===== src/rtl/core_pkg.sv =====
// Shared core types and constants for the fetch front end.
// Entry structs are packed so they can travel through generic FIFOs as flat vectors.
package core_pkg;

    localparam int XLEN        = 32;
    localparam int INSTR_BYTES = 4;

    typedef struct packed {
        logic [XLEN-1:0] pc;
        logic [XLEN-1:0] instr;
    } fetch_entry_t;

    // live sits in bit 0 so a FIFO can clear it across all entries at once.
    typedef struct packed {
        logic [XLEN-1:0] pc;
        logic            live;
    } outstanding_t;

    function automatic logic [XLEN-1:0] word_align(input logic [XLEN-1:0] addr);
        return {addr[XLEN-1:2], 2'b00};
    endfunction

endpackage


===== src/rtl/sync_fifo.sv =====
// Single-clock FIFO with synchronous flush and a clear-bit-0-of-every-entry operation.
// Flush wins over push and pop in the same cycle.
module sync_fifo #(
    parameter int WIDTH = 8,
    parameter int DEPTH = 4
) (
    input  logic                     clk,
    input  logic                     rst_n,
    input  logic                     i_flush,
    input  logic                     i_clr_lsb,
    input  logic                     i_push,
    input  logic [WIDTH-1:0]         i_data,
    input  logic                     i_pop,
    output logic [WIDTH-1:0]         o_data,
    output logic [$clog2(DEPTH):0]   o_count
);

    localparam int AW = $clog2(DEPTH);
    localparam logic [AW:0] FULL_CNT = (AW+1)'(DEPTH);

    logic [WIDTH-1:0] r_mem [DEPTH];
    logic [AW-1:0]    r_wr_ptr;
    logic [AW-1:0]    r_rd_ptr;
    logic [AW:0]      r_count;
    logic             w_push;
    logic             w_pop;

    assign w_pop  = i_pop && !i_flush && (r_count != '0);
    assign w_push = i_push && !i_flush && ((r_count != FULL_CNT) || w_pop);

    // Storage is cleared on reset so the head reads zero before the first push.
    always_ff @(posedge clk) begin
        if (!rst_n) begin
            for (int i = 0; i < DEPTH; i++) begin
                r_mem[i] <= '0;
            end
        end else begin
            if (i_clr_lsb) begin
                for (int i = 0; i < DEPTH; i++) begin
                    r_mem[i][0] <= 1'b0;
                end
            end
            if (w_push) begin
                r_mem[r_wr_ptr] <= i_data;
            end
        end
    end

    always_ff @(posedge clk) begin
        if (!rst_n || i_flush) begin
            r_wr_ptr <= '0;
            r_rd_ptr <= '0;
            r_count  <= '0;
        end else begin
            if (w_push) begin
                r_wr_ptr <= r_wr_ptr + 1'b1;
            end
            if (w_pop) begin
                r_rd_ptr <= r_rd_ptr + 1'b1;
            end
            case ({w_push, w_pop})
                2'b10:   r_count <= r_count + 1'b1;
                2'b01:   r_count <= r_count - 1'b1;
                default: r_count <= r_count;
            endcase
        end
    end

    assign o_data  = r_mem[r_rd_ptr];
    assign o_count = r_count;

endmodule


===== src/rtl/instr_prefetch.sv =====
// Instruction prefetch stage: owns the fetch PC, issues credit-limited word requests,
// and buffers in-order responses with their PCs; a redirect squashes everything in flight.
module instr_prefetch
    import core_pkg::*;
#(
    parameter int          DEPTH    = 4,
    parameter logic [31:0] RESET_PC = 32'h0000_0000
) (
    input  logic        clk,
    input  logic        rst_n,
    input  logic        redirect_valid,
    input  logic [31:0] redirect_pc,
    output logic        req_valid,
    input  logic        req_ready,
    output logic [31:0] req_addr,
    input  logic        rsp_valid,
    input  logic [31:0] rsp_data,
    output logic        instr_valid,
    input  logic        instr_ready,
    output logic [31:0] instr_data,
    output logic [31:0] instr_pc
);

    // Handshakes: a transfer happens on a cycle where valid & ready are both high.
    // Once req_valid rises it holds, with req_addr stable, until accepted; rsp_valid
    // is always accepted; instr_valid/instr_data/instr_pc hold until instr_ready.

    localparam int CW = $clog2(DEPTH) + 1;
    localparam logic [CW:0] DEPTH_SUM = (CW+1)'(DEPTH);

    logic         r_req_valid;
    logic [31:0]  r_req_addr;
    logic [31:0]  r_fetch_pc;
    logic         r_req_stale;

    logic         w_fire;
    logic         w_out_live;
    outstanding_t w_out_wdata;
    outstanding_t w_out_head;
    logic [CW-1:0] w_out_count;
    logic [CW-1:0] w_out_count_nxt;

    logic         w_ifq_push;
    logic         w_ifq_pop;
    fetch_entry_t w_ifq_wdata;
    fetch_entry_t w_ifq_head;
    logic [CW-1:0] w_ifq_count;
    logic [CW-1:0] w_ifq_count_nxt;

    logic         w_credit_ok;
    logic         w_issue;
    logic [31:0]  w_pc_base;

    assign w_fire = r_req_valid && req_ready;

    // A request presented before a redirect belongs to the squashed path.
    assign w_out_live     = !(redirect_valid || r_req_stale);
    assign w_out_wdata.pc   = r_req_addr;
    assign w_out_wdata.live = w_out_live;

    sync_fifo #(
        .WIDTH ($bits(outstanding_t)),
        .DEPTH (DEPTH)
    ) u_outstanding (
        .clk       (clk),
        .rst_n     (rst_n),
        .i_flush   (1'b0),
        .i_clr_lsb (redirect_valid),
        .i_push    (w_fire),
        .i_data    (w_out_wdata),
        .i_pop     (rsp_valid),
        .o_data    (w_out_head),
        .o_count   (w_out_count)
    );

    assign w_ifq_push        = rsp_valid && w_out_head.live && !redirect_valid;
    assign w_ifq_pop         = instr_valid && instr_ready && !redirect_valid;
    assign w_ifq_wdata.pc    = w_out_head.pc;
    assign w_ifq_wdata.instr = rsp_data;

    sync_fifo #(
        .WIDTH ($bits(fetch_entry_t)),
        .DEPTH (DEPTH)
    ) u_instr_fifo (
        .clk       (clk),
        .rst_n     (rst_n),
        .i_flush   (redirect_valid),
        .i_clr_lsb (1'b0),
        .i_push    (w_ifq_push),
        .i_data    (w_ifq_wdata),
        .i_pop     (w_ifq_pop),
        .o_data    (w_ifq_head),
        .o_count   (w_ifq_count)
    );

    // Credits are evaluated on next-cycle occupancy so back-to-back issue is possible.
    always_comb begin
        w_out_count_nxt = w_out_count + CW'(w_fire) - CW'(rsp_valid && (w_out_count != '0));
        if (redirect_valid) begin
            w_ifq_count_nxt = '0;
        end else begin
            w_ifq_count_nxt = w_ifq_count + CW'(w_ifq_push) - CW'(w_ifq_pop);
        end
        w_credit_ok = ({1'b0, w_out_count_nxt} + {1'b0, w_ifq_count_nxt}) < DEPTH_SUM;
        w_pc_base   = redirect_valid ? word_align(redirect_pc) : r_fetch_pc;
        w_issue     = (!r_req_valid || w_fire) && w_credit_ok;
    end

    // r_fetch_pc is the address the next newly issued request will carry.
    always_ff @(posedge clk) begin
        if (!rst_n) begin
            r_req_valid <= 1'b0;
            r_req_addr  <= RESET_PC;
            r_fetch_pc  <= RESET_PC;
            r_req_stale <= 1'b0;
        end else begin
            if (w_issue) begin
                r_req_valid <= 1'b1;
                r_req_addr  <= w_pc_base;
                r_fetch_pc  <= w_pc_base + 32'(INSTR_BYTES);
            end else begin
                r_fetch_pc <= w_pc_base;
                if (w_fire) begin
                    r_req_valid <= 1'b0;
                end
            end
            if (w_fire) begin
                r_req_stale <= 1'b0;
            end else if (redirect_valid && r_req_valid) begin
                r_req_stale <= 1'b1;
            end
        end
    end

    assign req_valid   = r_req_valid;
    assign req_addr    = r_req_addr;
    assign instr_valid = (w_ifq_count != '0);
    assign instr_data  = w_ifq_head.instr;
    assign instr_pc    = w_ifq_head.pc;

endmodule


===== config.mk =====
export PLATFORM = sky130hd
export DESIGN_NAME = instr_prefetch
export DESIGN_NICKNAME = d
export VERILOG_FILES = /design/src/rtl/core_pkg.sv /design/src/rtl/sync_fifo.sv /design/src/rtl/instr_prefetch.sv
export SDC_FILE = /design/constraint.sdc
export NUM_CORES = 1
export LEC_CHECK = 0
export BUFFER_PORTS_ARGS = -buffer_cell sky130_fd_sc_hd__buf_2
export CAP_MARGIN = 5
export CORE_ASPECT_RATIO = 1.75
export CORE_MARGIN = 3
export CORE_UTILIZATION = 55
export DETAILED_ROUTE_END_ITERATION = 7
export PLACE_DENSITY = 0.7
export RECOVER_POWER = 25
export SYNTH_ARGS = -nofsm -noshare
export SYNTH_HDL_FRONTEND = slang
export SYNTH_SLANG_ARGS = --single-unit

===== constraint.sdc =====
create_clock -name clk -period 7.36 [get_ports clk]
set_input_delay 1.472 -clock clk [delete_from_list [all_inputs] [get_ports clk]]
set_output_delay 1.472 -clock clk [all_outputs]
set_load 0.02 [all_outputs]

==> results.cfg <==
[sta]
skew_ns = 0.0127
rsz0062_at_grt = false
setup_viol = 0
fin_crit_sh_pct = 75.4
tightest_slew_ns = 3.09
hold_viol_final = 0
slew_headroom_pct = -106
drv_slew = 68
max_freq_mhz = 180
fin_setup_tns_ns = 0
layout_min_cycle_time_ns = 5.55

[synth]
syn_inst = 1473
synthDistinctLibCells = 57
syn_nets = 1558
async_reset_ff_share_pct = 0
ys_seq_area_share_pct = 63.5
syn_area_um2 = 21000
synth_ff_type = edfxtp_1
synth-seq-cells = 472
synth.avg_cell_area_um2 = 14.2
synth_warnings = 0
synth-edff-count = 388

[critical_path]
path_class = primary input to flop
max_stage_delay_ns = 2.16
critical_path_buf_inv_count = 5
worstSetupEndpoint = u_outstanding.r_mem[2][20]
cp_cell_sequence = buf_2 -> buf_4 -> inv_1 -> clkbuf_1 -> nor3_2 -> buf_4 -> nand2_1 -> nand2_2
worstReg2RegEnd = r_fetch_pc[29]
cp_data_arrival_time_ns = 5.62
crit_fanout = 132
crit_family = buffers and inverters
slowest_stage = clkbuf_1
r2r_slack_ns = 2.18
cp-start-kind = primary input
crit_start = rst_n
end_kind = flop
reg2reg_depth = 18
required_ns = 7.43
crit_top_cell = buf_4
crit_cells = 8

[die]
core-area_um2 = 37600
start_util_pct = 55.8
ios = 168
die-height_um = 264
die_x_um = 154
row_count = 94
die_area_um2 = 40600

[clocking]
root_buffer = clkbuf_16
clockBufferDepth = 3
clk_latency_ns = 0.55
cts_sinks = 472
post_cts_buffers = 0
ctsHtreeMaxLevel = 2
cts.hold.buffers_added = 0
clk_pin_slew_ns = 0.06
tritoncts = done
cts.repair.resized = 0
numCtsBuffers = 42

[hold_path]
hp-class = flop to flop

[global_routing]
grt_max_degree = 259
antenna_found_initial = 0
grtUsageTotal_pct = 22.0
grt_pass1_vias = 13100
overflow = 0
grt_pass1_wl_um = 71200

[outcome]
violations = max-capacitance violations, max-slew violations
status = complete, but fails checks

[detailed_routing]
firstDrtPassIters = 5
drt-total-wl_um = 44600
vias = 12500
antenna_left = 0
via_per_inst = 5.98
wl_per_cell_um = 21.3
drtIter0Drc = 1039
route.detailed.drc = 0

[power_and_ir_drop]
intPower_mw = 4.89
p_leak_nw = 9.73
ir_drop_uv = 209
switching_share_pct = 28.2
pwr-share-comb_pct = 18.4
seq_power_share_pct = 47.7
power.switching_mw = 1.93
pwr-share-clk_pct = 33.9
powerDensity_nw_per_um2 = 290

[cells_and_area]
drive_gt1_share_pct = 21.5
syn2layout_area_growth_pct = 12.1
fin_area_um2 = 23500
finalNonFillerCells = 2096
nNetsFinal = 1667
antenna_cells = 0

[place]
placedCellCount = 2018
dp_hpwl_um = 25900
routabilityCongestion = 0.813
io_buffers = 165
post_dp_cell_area_um2 = 22100

[job]
drv_cap = 1
## cells in the final DEF (no fill, tap or decap), types with 11 or more instances in the layout
| master | Yosys | final |
|---|---|---|
| a211oi_1 | 30 | 30 |
| clkbuf_1 | 73 | 38 |
| buf_4 | 2 | 22 |
| nand3_1 | 19 | 19 |
| edfxtp_1 | 388 | 388 |
| nand2_1 | 48 | 42 |
| and2_1 | 70 | 60 |
| a21oi_1 | 16 | 16 |
| buf_2 | 31 | 130 |
| clkinv_2 | 0 | 11 |
| clkbuf_16 | 0 | 45 |
| xnor2_1 | 14 | 14 |
| ha_1 | 11 | 11 |
| mux4_2 | 96 | 96 |
| mux2i_1 | 29 | 29 |
| nor2_1 | 69 | 68 |
| nor3_1 | 25 | 25 |
| o21ai_0 | 15 | 15 |
| dfxtp_1 | 84 | 81 |
| and3_1 | 324 | 323 |
| inv_1 | 18 | 18 |
## per-layer routing
metal  vias to the layer above  global-route usage (%)  routed length (µm)
li1                       5856                       -                   -
met1                      6248                    26.8               16900
met2                       364                    40.6               24100
met3                        71                    3.01                2400
met4                         0                    6.38                1230
met5                         -                       0                   0
## cells in the mapped netlist, types with 3 or more instances
library cell	n	share of area [%]
edfxtp_1	388	56
and3_1	324	9.7
mux4_2	96	10
dfxtp_1	84	8.0
clkbuf_1	73	1.3
and2_1	70	2.1
nor2_1	69	1.2
nand2_1	48	0.86
buf_2	31	0.74
a211oi_1	30	1.1
mux2i_1	29	1.4
nor3_1	25	0.60
nand3_1	19	0.45
inv_1	18	0.32
a21oi_1	16	0.38
o21ai_0	15	0.36
xnor2_1	14	0.58
ha_1	11	0.66
buf_1	10	0.18
nand4_1	9	0.27
nor2b_1	7	0.21
xor2_1	7	0.29
clkbuf_2	5	0.12
mux2_2	5	0.27
nand2b_1	5	0.15
nand3b_1	5	0.18
a31oi_1	4	0.12
fa_1	4	0.38
o31ai_1	4	0.14
or3_1	4	0.12
buf_6	3	0.16
nor4_1	3	0.089
o21a_1	3	0.11
o31a_1	3	0.13
## state kept, by name (all words and copies together) (netlist names), named ones only
name	count
req_addr	32
u_outstanding.r_wr_ptr	2
r_fetch_pc	32
req_valid	1
u_outstanding.r_rd_ptr	2
r_req_stale	1
u_outstanding.r_mem	132
u_instr_fifo.r_mem	256
u_outstanding.o_count	3
u_instr_fifo.r_wr_ptr	2
u_instr_fifo.r_rd_ptr	2
u_instr_fifo.o_count	3
## power by group through the flow
stage	Clock, mW	Sequential (mW)	Combinational, mW
after global placement	0	3.29	1.26
after detailed placement	0	3.31	1.28
final	2.31	3.25	1.25
after floorplan	0	3.33	0.845
after CTS	2.35	3.25	1.29
after global routing	2.47	3.28	1.38
## metrics by stage
step	setup slack, ns	power [mW]	util [%]	hold WS (ns)
final	1.81	6.82	62.5	0.476
after global routing	1.41	7.13	62.5	0.499
after CTS	2.11	6.89	62.7	0.461
after detailed placement	1.76	4.59	58.8	0.446
after global placement	1.76	4.55	58.8	0.443
after floorplan	2.48	4.18	-	0.429
## how the worst min path moves through the flow
stage / cells after the start / slack, ns / to / from
after global placement: 1 / 0.44 / r_fetch_pc[1] / r_fetch_pc[1]
after floorplan: 1 / 0.43 / r_fetch_pc[0] / r_fetch_pc[0]
after CTS: 1 / 0.46 / r_fetch_pc[1] / r_fetch_pc[1]
after global routing: 1 / 0.50 / r_fetch_pc[0] / r_fetch_pc[0]
after detailed placement: 1 / 0.45 / r_fetch_pc[0] / r_fetch_pc[0]
final: 1 / 0.48 / r_fetch_pc[0] / r_fetch_pc[0]
## area by class of cell
cell class                 count  area (µm²)
multi-input combinational    859        7080
fill                        2882       14100
clock inverter                29         310
inverter                      18        67.6
sequential                   472       13300
clock buffer                  49        1160
tap                          480         601
timing repair buffer         189         971
## kinds of logic after synthesis
kind of cell,count (synthesis),synth area share (%)
compound gates,91,3.09
xor+xnor,21,0.876
fa+ha+maj,15,1.04
buf+inv,142,2.90
flops,472,63.5
mux,130,12.0
simple gates,602,16.6
No activity file was read; power rests on OpenSTA's default activity.
